### config.mk
export PLATFORM = sky130hd
export DESIGN_NAME = sdblkrx_flat
export DESIGN_NICKNAME = d
export VERILOG_FILES = /design/src/rtl/sdblkrx_pkg.sv /design/src/rtl/sdblkrx_if.sv /design/src/rtl/sdblkrx_crc.sv /design/src/rtl/sdblkrx.sv /design/src/flat_wrapper.sv
export SDC_FILE = /design/constraint.sdc
export NUM_CORES = 1
export LEC_CHECK = 0
export ABC_AREA = 1
export CORE_MARGIN = 5
export CORE_UTILIZATION = 65
export DETAILED_ROUTE_END_ITERATION = 8
export PLACE_DENSITY_LB_ADDON = 0.25
export SYNTH_ARGS = -nofsm -noshare
export SYNTH_HDL_FRONTEND = slang
export SYNTH_SLANG_ARGS = --single-unit
### constraint.sdc
create_clock -name i_clk -period 8.8 [get_ports i_clk]
set_clock_uncertainty 0.15 [all_clocks]
set_input_delay 0.88 -clock i_clk [delete_from_list [all_inputs] [get_ports i_clk]]
set_output_delay 0.88 -clock i_clk [all_outputs]
set_load 0.01 [all_outputs]
### src/rtl/sdblkrx_pkg.sv
// Shared constants and types for the SDIO data-block receiver.
package sdblkrx_pkg;

  localparam logic [15:0] CrcPoly = 16'h1021;

  localparam logic [1:0] W1 = 2'd0;
  localparam logic [1:0] W4 = 2'd1;
  localparam logic [1:0] W8 = 2'd2;

  localparam logic [1:0] StatOk      = 2'd0;
  localparam logic [1:0] StatCrc     = 2'd1;
  localparam logic [1:0] StatEnd     = 2'd2;
  localparam logic [1:0] StatTimeout = 2'd3;

  typedef enum logic [2:0] {
    StIdle, StWaitStart, StStart, StData, StCrc, StEnd, StDone
  } state_e;

  // Width code 3 is illegal and behaves as 8-lane.
  function automatic logic [7:0] lane_mask(logic [1:0] width);
    case (width)
      W1:      return 8'h01;
      W4:      return 8'h0F;
      default: return 8'hFF;
    endcase
  endfunction

  function automatic logic [3:0] lane_bits(logic [1:0] width);
    case (width)
      W1:      return 4'd1;
      W4:      return 4'd4;
      default: return 4'd8;
    endcase
  endfunction

endpackage

### src/rtl/sdblkrx_if.sv
// Sample stream from the PHY and the word/status stream towards the RX FIFO.
interface sdblkrx_if;
  logic [1:0]  rx_strb;
  logic [15:0] rx_data;
  logic        wr;
  logic [31:0] data;
  logic        done;
  logic [1:0]  status;

  modport master (output rx_strb, rx_data, input wr, data, done, status);
  modport slave  (input rx_strb, rx_data, output wr, data, done, status);
endinterface

### src/rtl/sdblkrx_crc.sv
// One lane/edge CRC16. Received CRC bits are stepped in after the payload, so a
// good block leaves the register at zero; zero_o looks at the next value.
module sdblkrx_crc
  import sdblkrx_pkg::*;
(
  input  logic clk_i,
  input  logic rst_i,
  input  logic clr_i,
  input  logic step_i,
  input  logic bit_i,
  output logic zero_o
);

  logic [15:0] crc_q, crc_d;

  always_comb begin
    crc_d = crc_q;
    if (clr_i) begin
      crc_d = '0;
    end else if (step_i) begin
      crc_d = {crc_q[14:0], 1'b0} ^ ((crc_q[15] ^ bit_i) ? CrcPoly : 16'h0000);
    end
  end

  always_ff @(posedge clk_i) begin
    if (rst_i) crc_q <= '0;
    else       crc_q <= crc_d;
  end

  assign zero_o = (crc_d == 16'h0000);

endmodule

### src/rtl/sdblkrx.sv
// SDIO card->host data-block receiver: start detect, MSB-first word packing, CRC16 and end bit.
// Define SDBLKRX_CRC_EN to compare the per-lane/edge CRC16; otherwise CRC samples are discarded.
module sdblkrx
  import sdblkrx_pkg::*;
#(
  parameter int unsigned LGLEN     = 12,
  parameter int unsigned LGTIMEOUT = 23
) (
  input  logic             i_clk,
  input  logic             i_reset,
  input  logic             i_en,
  input  logic [1:0]       i_width,
  input  logic             i_ddr,
  input  logic [LGLEN-1:0] i_length,
  sdblkrx_if.slave         bus
);

  localparam int unsigned BitW = LGLEN + 3;

  state_e               state_q, state_d;
  logic [LGLEN-1:0]     len_q, len_d;
  logic [BitW-1:0]      bits_q, bits_d;
  logic [5:0]           nbits_q, nbits_d;
  logic [31:0]          sreg_q, sreg_d;
  logic [4:0]           cnt_q, cnt_d;
  logic [LGTIMEOUT-1:0] timer_q, timer_d;
  logic                 flush_q, flush_d;
  logic                 wr_q, wr_d;
  logic [31:0]          data_q, data_d;
  logic                 done_q, done_d;
  logic [1:0]           status_q, status_d;

  logic        word_v, fin_end, fin_to, end_ok, smp_v;
  logic [31:0] word;
  logic [7:0]  lanes, mask;
  logic [3:0]  nb;
  logic        crc_clr, crc_ok;
  logic [15:0] crc_step, crc_bit;

  assign mask = lane_mask(i_width);
  assign nb   = lane_bits(i_width);

  // Both samples of a cycle are walked in order, so one cycle may cross several states.
  always_comb begin
    state_d  = state_q;
    len_d    = len_q;
    bits_d   = bits_q;
    nbits_d  = nbits_q;
    sreg_d   = sreg_q;
    cnt_d    = cnt_q;
    timer_d  = timer_q;
    flush_d  = 1'b0;
    word_v   = 1'b0;
    word     = sreg_q;
    fin_end  = 1'b0;
    fin_to   = 1'b0;
    end_ok   = 1'b0;
    crc_clr  = 1'b0;
    crc_step = '0;
    crc_bit  = '0;
    smp_v    = 1'b0;
    lanes    = '0;
    if (state_q == StIdle) begin
      if (i_en) begin
        state_d = StWaitStart;
        len_d   = i_length;
        bits_d  = '0;
        nbits_d = '0;
        sreg_d  = '0;
        cnt_d   = '0;
        timer_d = '0;
        crc_clr = 1'b1;
      end
    end else begin
      for (int s = 0; s < 2; s++) begin
        smp_v = (s == 0) ? bus.rx_strb[1] : (bus.rx_strb[0] && i_ddr);
        lanes = (s == 0) ? bus.rx_data[15:8] : bus.rx_data[7:0];
        if (smp_v) begin
          case (state_d)
            StWaitStart: if (!lanes[0]) state_d = i_ddr ? StStart : StData;
            StStart:     state_d = StData;
            StData: begin
              crc_step[s*8 +: 8] = mask;
              crc_bit[s*8 +: 8]  = lanes;
              sreg_d  = (sreg_d << nb) | 32'(lanes & mask);
              nbits_d = nbits_d + 6'(nb);
              bits_d  = bits_d + BitW'(nb);
              if (nbits_d == 6'd32) begin
                word_v  = 1'b1;
                word    = sreg_d;
                nbits_d = '0;
              end
              if (bits_d == {len_q, 3'b000}) begin
                state_d = StCrc;
                cnt_d   = '0;
                flush_d = (nbits_d != 6'd0);
              end
            end
            StCrc: begin
              crc_step[s*8 +: 8] = mask;
              crc_bit[s*8 +: 8]  = lanes;
              if (cnt_d == (i_ddr ? 5'd31 : 5'd15)) state_d = StEnd;
              cnt_d = cnt_d + 5'd1;
            end
            StEnd: begin
              end_ok  = ((lanes & mask) == mask);
              fin_end = 1'b1;
              state_d = StDone;
            end
            default: ;
          endcase
        end
      end
      if (state_q == StWaitStart) begin
        timer_d = timer_q + LGTIMEOUT'(1);
        if (state_d == StWaitStart && (&timer_q)) begin
          fin_to  = 1'b1;
          state_d = StDone;
        end
      end
      // Disarming abandons the block silently, including any partial word.
      if (!i_en) begin
        state_d = StIdle;
        flush_d = 1'b0;
        word_v  = 1'b0;
        fin_end = 1'b0;
        fin_to  = 1'b0;
      end
    end
  end

  always_comb begin
    wr_d     = 1'b0;
    data_d   = data_q;
    done_d   = fin_end | fin_to;
    status_d = status_q;
    if (word_v) begin
      wr_d   = 1'b1;
      data_d = word;
    end else if (flush_q && i_en) begin
      wr_d   = 1'b1;
      data_d = sreg_q << (6'd32 - nbits_q);
    end
    if (fin_to) begin
      status_d = StatTimeout;
    end else if (fin_end) begin
      status_d = !crc_ok ? StatCrc : (!end_ok ? StatEnd : StatOk);
    end
  end

`ifdef SDBLKRX_CRC_EN
  logic [15:0] crc_zero;
  // Index = edge*8 + lane; edge 0 is the first (rising) sample.
  for (genvar g = 0; g < 16; g++) begin : g_crc
    sdblkrx_crc u_crc (
      .clk_i  (i_clk),
      .rst_i  (i_reset),
      .clr_i  (crc_clr),
      .step_i (crc_step[g]),
      .bit_i  (crc_bit[g]),
      .zero_o (crc_zero[g])
    );
  end
  assign crc_ok = &crc_zero;
`else
  logic unused_crc;
  assign unused_crc = ^{crc_clr, crc_step, crc_bit};
  assign crc_ok     = 1'b1;
`endif

  always_ff @(posedge i_clk) begin
    if (i_reset) begin
      state_q  <= StIdle;
      len_q    <= '0;
      bits_q   <= '0;
      nbits_q  <= '0;
      sreg_q   <= '0;
      cnt_q    <= '0;
      timer_q  <= '0;
      flush_q  <= 1'b0;
      wr_q     <= 1'b0;
      data_q   <= '0;
      done_q   <= 1'b0;
      status_q <= StatOk;
    end else begin
      state_q  <= state_d;
      len_q    <= len_d;
      bits_q   <= bits_d;
      nbits_q  <= nbits_d;
      sreg_q   <= sreg_d;
      cnt_q    <= cnt_d;
      timer_q  <= timer_d;
      flush_q  <= flush_d;
      wr_q     <= wr_d;
      data_q   <= data_d;
      done_q   <= done_d;
      status_q <= status_d;
    end
  end

  assign bus.wr     = wr_q;
  assign bus.data   = data_q;
  assign bus.done   = done_q;
  assign bus.status = status_q;

endmodule

### src/flat_wrapper.sv
// flat-port wrapper written by rule: the top's interface ports become plain ports
module sdblkrx_flat import sdblkrx_pkg::*;
#(
  parameter int unsigned LGLEN     = 12,
  parameter int unsigned LGTIMEOUT = 23
)
  (i_clk, i_reset, i_en, i_width, i_ddr, i_length, bus_rx_strb, bus_rx_data, bus_wr, bus_data, bus_done, bus_status);
  sdblkrx_if bus_i ();
  input  logic i_clk;
  input  logic i_reset;
  input  logic i_en;
  input  logic [1:0] i_width;
  input  logic i_ddr;
  input  logic [LGLEN-1:0] i_length;
  input wire logic [$bits(bus_i.rx_strb)-1:0] bus_rx_strb;
  input wire logic [$bits(bus_i.rx_data)-1:0] bus_rx_data;
  output wire logic [$bits(bus_i.wr)-1:0] bus_wr;
  output wire logic [$bits(bus_i.data)-1:0] bus_data;
  output wire logic [$bits(bus_i.done)-1:0] bus_done;
  output wire logic [$bits(bus_i.status)-1:0] bus_status;
  assign bus_i.rx_strb = bus_rx_strb;
  assign bus_i.rx_data = bus_rx_data;
  assign bus_wr = bus_i.wr;
  assign bus_data = bus_i.data;
  assign bus_done = bus_i.done;
  assign bus_status = bus_i.status;
  sdblkrx #(.LGLEN(LGLEN), .LGTIMEOUT(LGTIMEOUT)) u_core (.i_clk(i_clk), .i_reset(i_reset), .i_en(i_en), .i_width(i_width), .i_ddr(i_ddr), .i_length(i_length), .bus(bus_i));
endmodule
==> results of run 1 <==
## kinds of logic (layout without fill, tap and decap cells)
group / after synthesis / after routing / synth area share (%)
AOI/OAI and AO/OA: 528 / 528 / 25.2
xor gates and xnor gates: 17 / 17 / 1.23
adders and majority gates: 16 / 16 / 1.66
buffers and inverters: 342 / 339 / 11.2
DFF: 133 / 133 / 22.0
muxes: 21 / 21 / 1.74
and+or+nand+nor: 1066 / 1066 / 37.0
## path summary, 6_finish.rpt
check / to / cells past startpoint
min: u_core.bus.data[22]$_SDFFE_PP0P_ / 2
max reg2reg: u_core.cnt_q[2]$_SDFFE_PP0P_ / 30
max: u_core.bus.data[12]$_SDFFE_PP0P_ / 25
min reg2reg: u_core.bus.data[22]$_SDFFE_PP0P_ / 2
## per-layer routing
layer  vias to the layer above  wire length (µm)
li1                       7041                 -
met1                      6663             16000
met2                      1080             19500
met3                       276              5240
met4                         4              3540
met5                         -                22
## cells in the mapped netlist (all sizes together), types with 12 or more instances
library cell,count
dfxtp,133
o22ai,34
ha,16
nand4,13
clkbuf,77
xor2,14
inv,216
nor3,18
nand3,202
o21ai,229
o211ai,51
mux2i,21
nand2,651
nor2,166
o21bai,12
a21oi,150
buf,46
## area by class of cell
cell class              instances  area share [%]
clock inverters                14            1.00
well taps                     229            2.16
inverters                     219            6.20
repair buffers                 88            6.28
clock buffers                  18            3.31
multi-input cells            1648            61.0
flip-flops and latches        133            20.1
## critical path, stage by stage
cell             delay, ns
clkdlybuf4s50_1       0.46
buf_4                 0.29
inv_2                 0.09
nand2_4               0.38
inv_2                 0.34
nand2_2               0.19
nand2_1               0.08
xor2_1                0.18
o21a_1                0.16
inv_1                 0.05
ha_1                  0.32
nand2_1               0.06
o21ai_0               0.31
o21ai_0               0.19
nor2_1                0.11
nand3_1               0.07
nand2_1               0.12
nand2_2               0.17
inv_2                 0.17
nand2_2               0.30
a21oi_4               0.78
nand3_1               0.25
nand3_1               0.13
nand2_1               0.05
inv_1                 0.08
## registers in the layout (all words and copies together) (netlist names)
signal and cells:
u_core.bus.data 32, u_core.timer_q 23, u_core.bus.status 2, u_core.flush_q 1, u_core.bus.done 1, u_core.cnt_q 5, u_core.len_q 12, u_core.nbits_q 6
u_core.bits_q 15, u_core.bus.wr 1, u_core.sreg_q 32, u_core.state_q 3
## through the flow
step	power (mW)	setup WS [ns]
finish	1.52	2.79
global route	1.57	2.32
CTS	1.51	2.96
detailed placement	0.805	2.56
global placement	0.803	2.67
floorplan	0.745	3.70
## power groups by stage
stage | Sequential [mW] | Clock [mW] | Combinational (mW)
global route | 0.614 | 0.750 | 0.202
detailed placement | 0.627 | 0 | 0.178
CTS | 0.613 | 0.717 | 0.179
global placement | 0.627 | 0 | 0.176
floorplan | 0.625 | 0 | 0.120
finish | 0.613 | 0.721 | 0.189
==> qor.yml, run 1 <==
final_cell_mix: "nand2_1 (638), o21ai_0 (218), inv_1 (205)"
layout_min_cycle_time_ns: 6.01
drc_errors: 0
required_ns: 9.05
power.density_nw_per_um2: 115
insertion_delay_ns: 0.45
syn_nets: 2175
die-width_um: 146
fmax_ghz: 0.166
fp.dieArea_um2: 21400
cts_setup_buffers: 0
cts_hold_buf: 0
grt_use_total_pct: 39.9
initial_core_util_pct: 66.6
die_h_um: 146
drive_gt1_share_pct: 4.53
end_kind: "flop"
yosys.area.top_type: "dfxtp_1"
antenna_found_initial: 2
p_int_mw: 1.05
yosysSeqAreaShare_pct: 22.0
totalWireLength_um: 44300
via_per_inst: 6.41
num_rows: 49
yosys-top-cells-area: "dfxtp_1 (22%), nand2_1 (20%), o21ai_0 (9.0%), nand3_1 (8.2%), inv_1 (6.4%)"
cts-root-buf: "clkbuf_16"
path_clk_slew_ns: 0.07
detail-route-antenna-nets: 0
dpl_cell_area_um2: 12700
ir_worst_vdd_mv: 0.139
htreeDepth: 4
grt_pass1_vias: 13500
min_from: "u_core.bus.data[22]$_SDFFE_PP0P_"
coreArea_um2: 18100
setup_viol: 0
ys_warn_count: 0
hold_violations: 0
clock_sinks: 133
cts_buffers: 17
cap_violations: 0
timing.final.crit_share_pct: 68.3
dpl.cell_count: 2317
timing.final.max_slew_violations: 0
utilization_pct: 73.1
grt_busiest_layer: "met2"
grt_start_max_net_pins: 69
run_status: "completed"
seq_area_um2: 2660
synth.ff_latch_count: 133
fin_cells: 2349
diodes: 0
crit_fanout: 43
rsz0062_at_grt: "false"
path_class: "input pin to flop"
multiInputGateArea_um2: 8090
nets: 2159
r2r_start: "u_core.state_q[1]$_SDFFE_PP0P_"
synth_area_um2: 12100
fin_hold_ws_ns: 0.301
synth_top_area_share_pct: 22.0
postLayoutCellArea_um2: 13300
met3_usage_pct: 9.48
firstDrtPassIters: 7
worst_ep_arrival_time_ns: 6.26
met1_usage_pct: 48.2
worstHoldPathType: "flop to flop"
synth_area_per_cell_um2: 5.69
synth_edf_count: 0
p_leak_nw: 5.87
gp_congestion: 1.01
swShare_pct: 31.2
cts_max_path_buffers: 2
cts_resized: 0
area_delta_synth_final_pct: 9.81
reg2reg_slack_ns: 3.60
p_sw_mw: 0.475
seq_power_share_pct: 40.3
placement.io_buffers: 71
synth_cell_types: 54
cts_tree: "done"
synthArstFlopShare_pct: 0
synthCells: 2123
worstSetupStartpointType: "input pin"
ys.flop_type: "dfxtp_1"
timing.slew.headroom_pct: 10.9
n_fill_cell: 1646
grt_first_pass_wirelength_um: 69900
worst_pin_slew_ns: 1.32
wire_per_inst_um: 18.9
cp-startpoint: "i_width[1]"
power_frac_comb_pct: 12.4
layout_commonest_cell: "nand2_1"
pwr-share-clk_pct: 47.3
gr-usage-met2_pct: 63.5
vias: 15100
gr-total-overflow: 0
num_io_pins: 72
finalSetupTns_ns: 0
first_iter_violations: 2116
dpl.hpwl_um: 30800
Power figures use the tool's default switching activity.
==> run 2: changes to the inputs <==
CORE_UTILIZATION = 56   (was 65)
clock period = 5.4 ns   (was 8.8 ns; I/O delays follow)
==> run 2 against run 1 <==
Net effect:
- utilization down 8.9 points
- final cell count up 2.8%
- sequential power up 63%
- largest cell class unchanged
==> qor.yml, run 2 (synthesized netlist as in run 1, its figures left out) <==
cts_resized: 0  # unchanged
dpl_cell_area_um2: 12900  # +1.8%
gp_congestion: 1.05  # +3.5%
ir_worst_vdd_mv: 0.193  # +39%
cts_tree: "done"
setup_viol: 0  # unchanged
worst_pin_slew_ns: 1.03  # -0.297 ns
initial_core_util_pct: 57.1  # -9.5 points
path_clk_slew_ns: 0.07  # about the same
finalSetupTns_ns: 0  # unchanged
pwr-share-clk_pct: 50.4  # +3.1 points
worstHoldPathType: "flop to flop"
placement.io_buffers: 71  # unchanged
vias: 14900  # -0.98%
worst_ep_arrival_time_ns: 4.93  # -1.33 ns
htreeDepth: 4  # unchanged
grt_first_pass_wirelength_um: 72600  # +3.8%
coreArea_um2: 21200  # +17%
nets: 2178  # +0.88%
layout_commonest_cell: "nand2_1"
timing.slew.headroom_pct: 31.6  # +21 points
cts_setup_buffers: 0  # unchanged
detail-route-antenna-nets: 0  # unchanged
layout_min_cycle_time_ns: 4.74
pre_cts_slack_ns: 0.374  # -2.19 ns
insertion_delay_ns: 0.45  # about the same
swShare_pct: 30.3  # -0.91 points
clock_sinks: 133  # unchanged
grt_start_max_net_pins: 70  # +1.4%
num_rows: 53  # +8.2%
antenna_found_initial: 0  # -2
slowest_stage: "clkdlybuf4s50_1"
wire_per_inst_um: 19.1  # +1.3%
postLayoutCellArea_um2: 13600  # +2.3%
end_kind: "flop"
grt_use_total_pct: 37.0  # -2.9 points
crit_fanout: 13  # -70%
dpl.hpwl_um: 33200  # +7.9%
drc_errors: 0  # unchanged
cts_hold_buf: 0  # unchanged
rsz0062_at_grt: "false"
firstDrtPassIters: 7  # unchanged
num_io_pins: 72  # unchanged
area_delta_synth_final_pct: 12.4
die_h_um: 157  # +7.2%
seq_power_share_pct: 37.7  # -2.6 points
via_per_inst: 6.18  # -3.6%
timing.final.max_slew_violations: 0  # unchanged
die-width_um: 157  # +7.2%
path_class: "input pin to flop"
p_leak_nw: 6.01  # +2.4%
timing.final.crit_share_pct: 87.8
power_frac_comb_pct: 11.9  # -0.5 points
slowest_delay_ns: 0.56  # -0.22 ns
fin_ws_ns: 0.659  # -2.13 ns
required_ns: 5.59  # -3.46 ns
grt_pass1_vias: 13700  # +1.6%
p_int_mw: 1.85  # +76%
gr-total-overflow: 0  # unchanged
power.density_nw_per_um2: 195  # +70%
cap_violations: 0  # unchanged
fmax_ghz: 0.211
totalWireLength_um: 46100  # +4.1%
fp.dieArea_um2: 24600  # +15%
first_iter_violations: 2037  # -3.7%
cts_buffers: 17  # unchanged
cts-root-buf: "clkbuf_16"
worstSetupStartpointType: "input pin"
critPathMostFrequentCell: "nand2_1"
hold_violations: 0  # unchanged
run_status: "completed"
drive_gt1_share_pct: 5.38  # +0.85 points
diodes: 0  # unchanged
cts_max_path_buffers: 2  # unchanged
p_sw_mw: 0.802  # +69%
final_cell_mix: "nand2_1 (638), o21ai_0 (218), inv_1 (205)"
crit_chain: "clkdlybuf4s50_1, nor2_2, ha_1, ha_1, xor2_1, o21a_1, inv_1, ha_1, nand2_1, o21ai_0, xor2_1, nand2_1, nor2_2, nand2_2, inv_2, nor2_1, inv_1, buf_4, nand2_1, nand3_1, nand3_1, nand2_1, inv_1"
[run 2: cell types whose count changed in the layout (fill, tap and decap cells not counted), sizes merged]
cell,delta
buf,+19
clkinv,+4
clkinvlp,-4
bufinv,+3
inv,-2
clkbuf,-1
[run 2: power by group through the flow]
| stage | registers (mW) | logic [mW] | clock network, mW |
|---|---|---|---|
| 2_1_floorplan | 1.02 | 0.196 | 0 |
| 3_3_place_gp | 1.02 | 0.300 | 0 |
| 3_5_place_dp | 1.02 | 0.300 | 0 |
| 4_1_cts | 0.999 | 0.302 | 1.35 |
| 5_1_grt | 1.00 | 0.337 | 1.39 |
| 6_report | 0.999 | 0.314 | 1.34 |
[run 2: through the flow]
stage	power, mW	hold WS, ns	cells	util [%]
3_3_place_gp	1.32	0.291	2382	61.1
6_report	2.65	0.305	2414	64.2
3_5_place_dp	1.32	0.290	2382	61.1
2_1_floorplan	1.21	0.289	2123	-
4_1_cts	2.65	0.307	2414	64.2
5_1_grt	2.72	0.327	2414	64.2
[run 2: worst max-delay path, delay by kind of cell]
kind / cells / cell delay (ns)
fa+ha+maj: 3 / 0.72
simple gates: 10 / 1.14
buf+inv: 6 / 1.62
xor+xnor: 2 / 0.44
compound gates: 2 / 0.48
[run 2: path summary, 6_finish.rpt]
check / start / endpoint / slack [ns] / depth (start not counted)
worst max register to register: u_core.state_q[1]$_SDFFE_PP0P_ / u_core.bus.data[3]$_SDFFE_PP0P_ / 0.93 / 22
worst max-delay path: i_width[1] / u_core.bus.data[3]$_SDFFE_PP0P_ / 0.66 / 23
worst min register to register: u_core.bus.data[31]$_SDFFE_PP0P_ / u_core.bus.data[31]$_SDFFE_PP0P_ / 0.30 / 2
worst min-delay path: u_core.bus.data[31]$_SDFFE_PP0P_ / u_core.bus.data[31]$_SDFFE_PP0P_ / 0.30 / 2
[run 2: layout make-up]
type                       instances  area (µm²)
clock inverter                    15         233
multi-input combinational       1648        8090
inverter                         219         822
tap                              275         344
fill                            2113        7580
timing repair buffer             107        1000
sequential                       133        2660
clock buffer                      17         425
[run 2: layer usage]
| metal | share of wire, % | track usage [%] | up-vias | routed length [µm] |
|---|---|---|---|---|
| met4 | 6.6 | 21.0 | 0 | 3030 |
| met1 | 39 | 46.0 | 6775 | 17900 |
| met2 | 46 | 60.8 | 855 | 21200 |
| li1 | - | - | 7091 | - |
| met3 | 8.8 | 5.75 | 196 | 4040 |
| met5 | 0 | 0 | - | 0 |
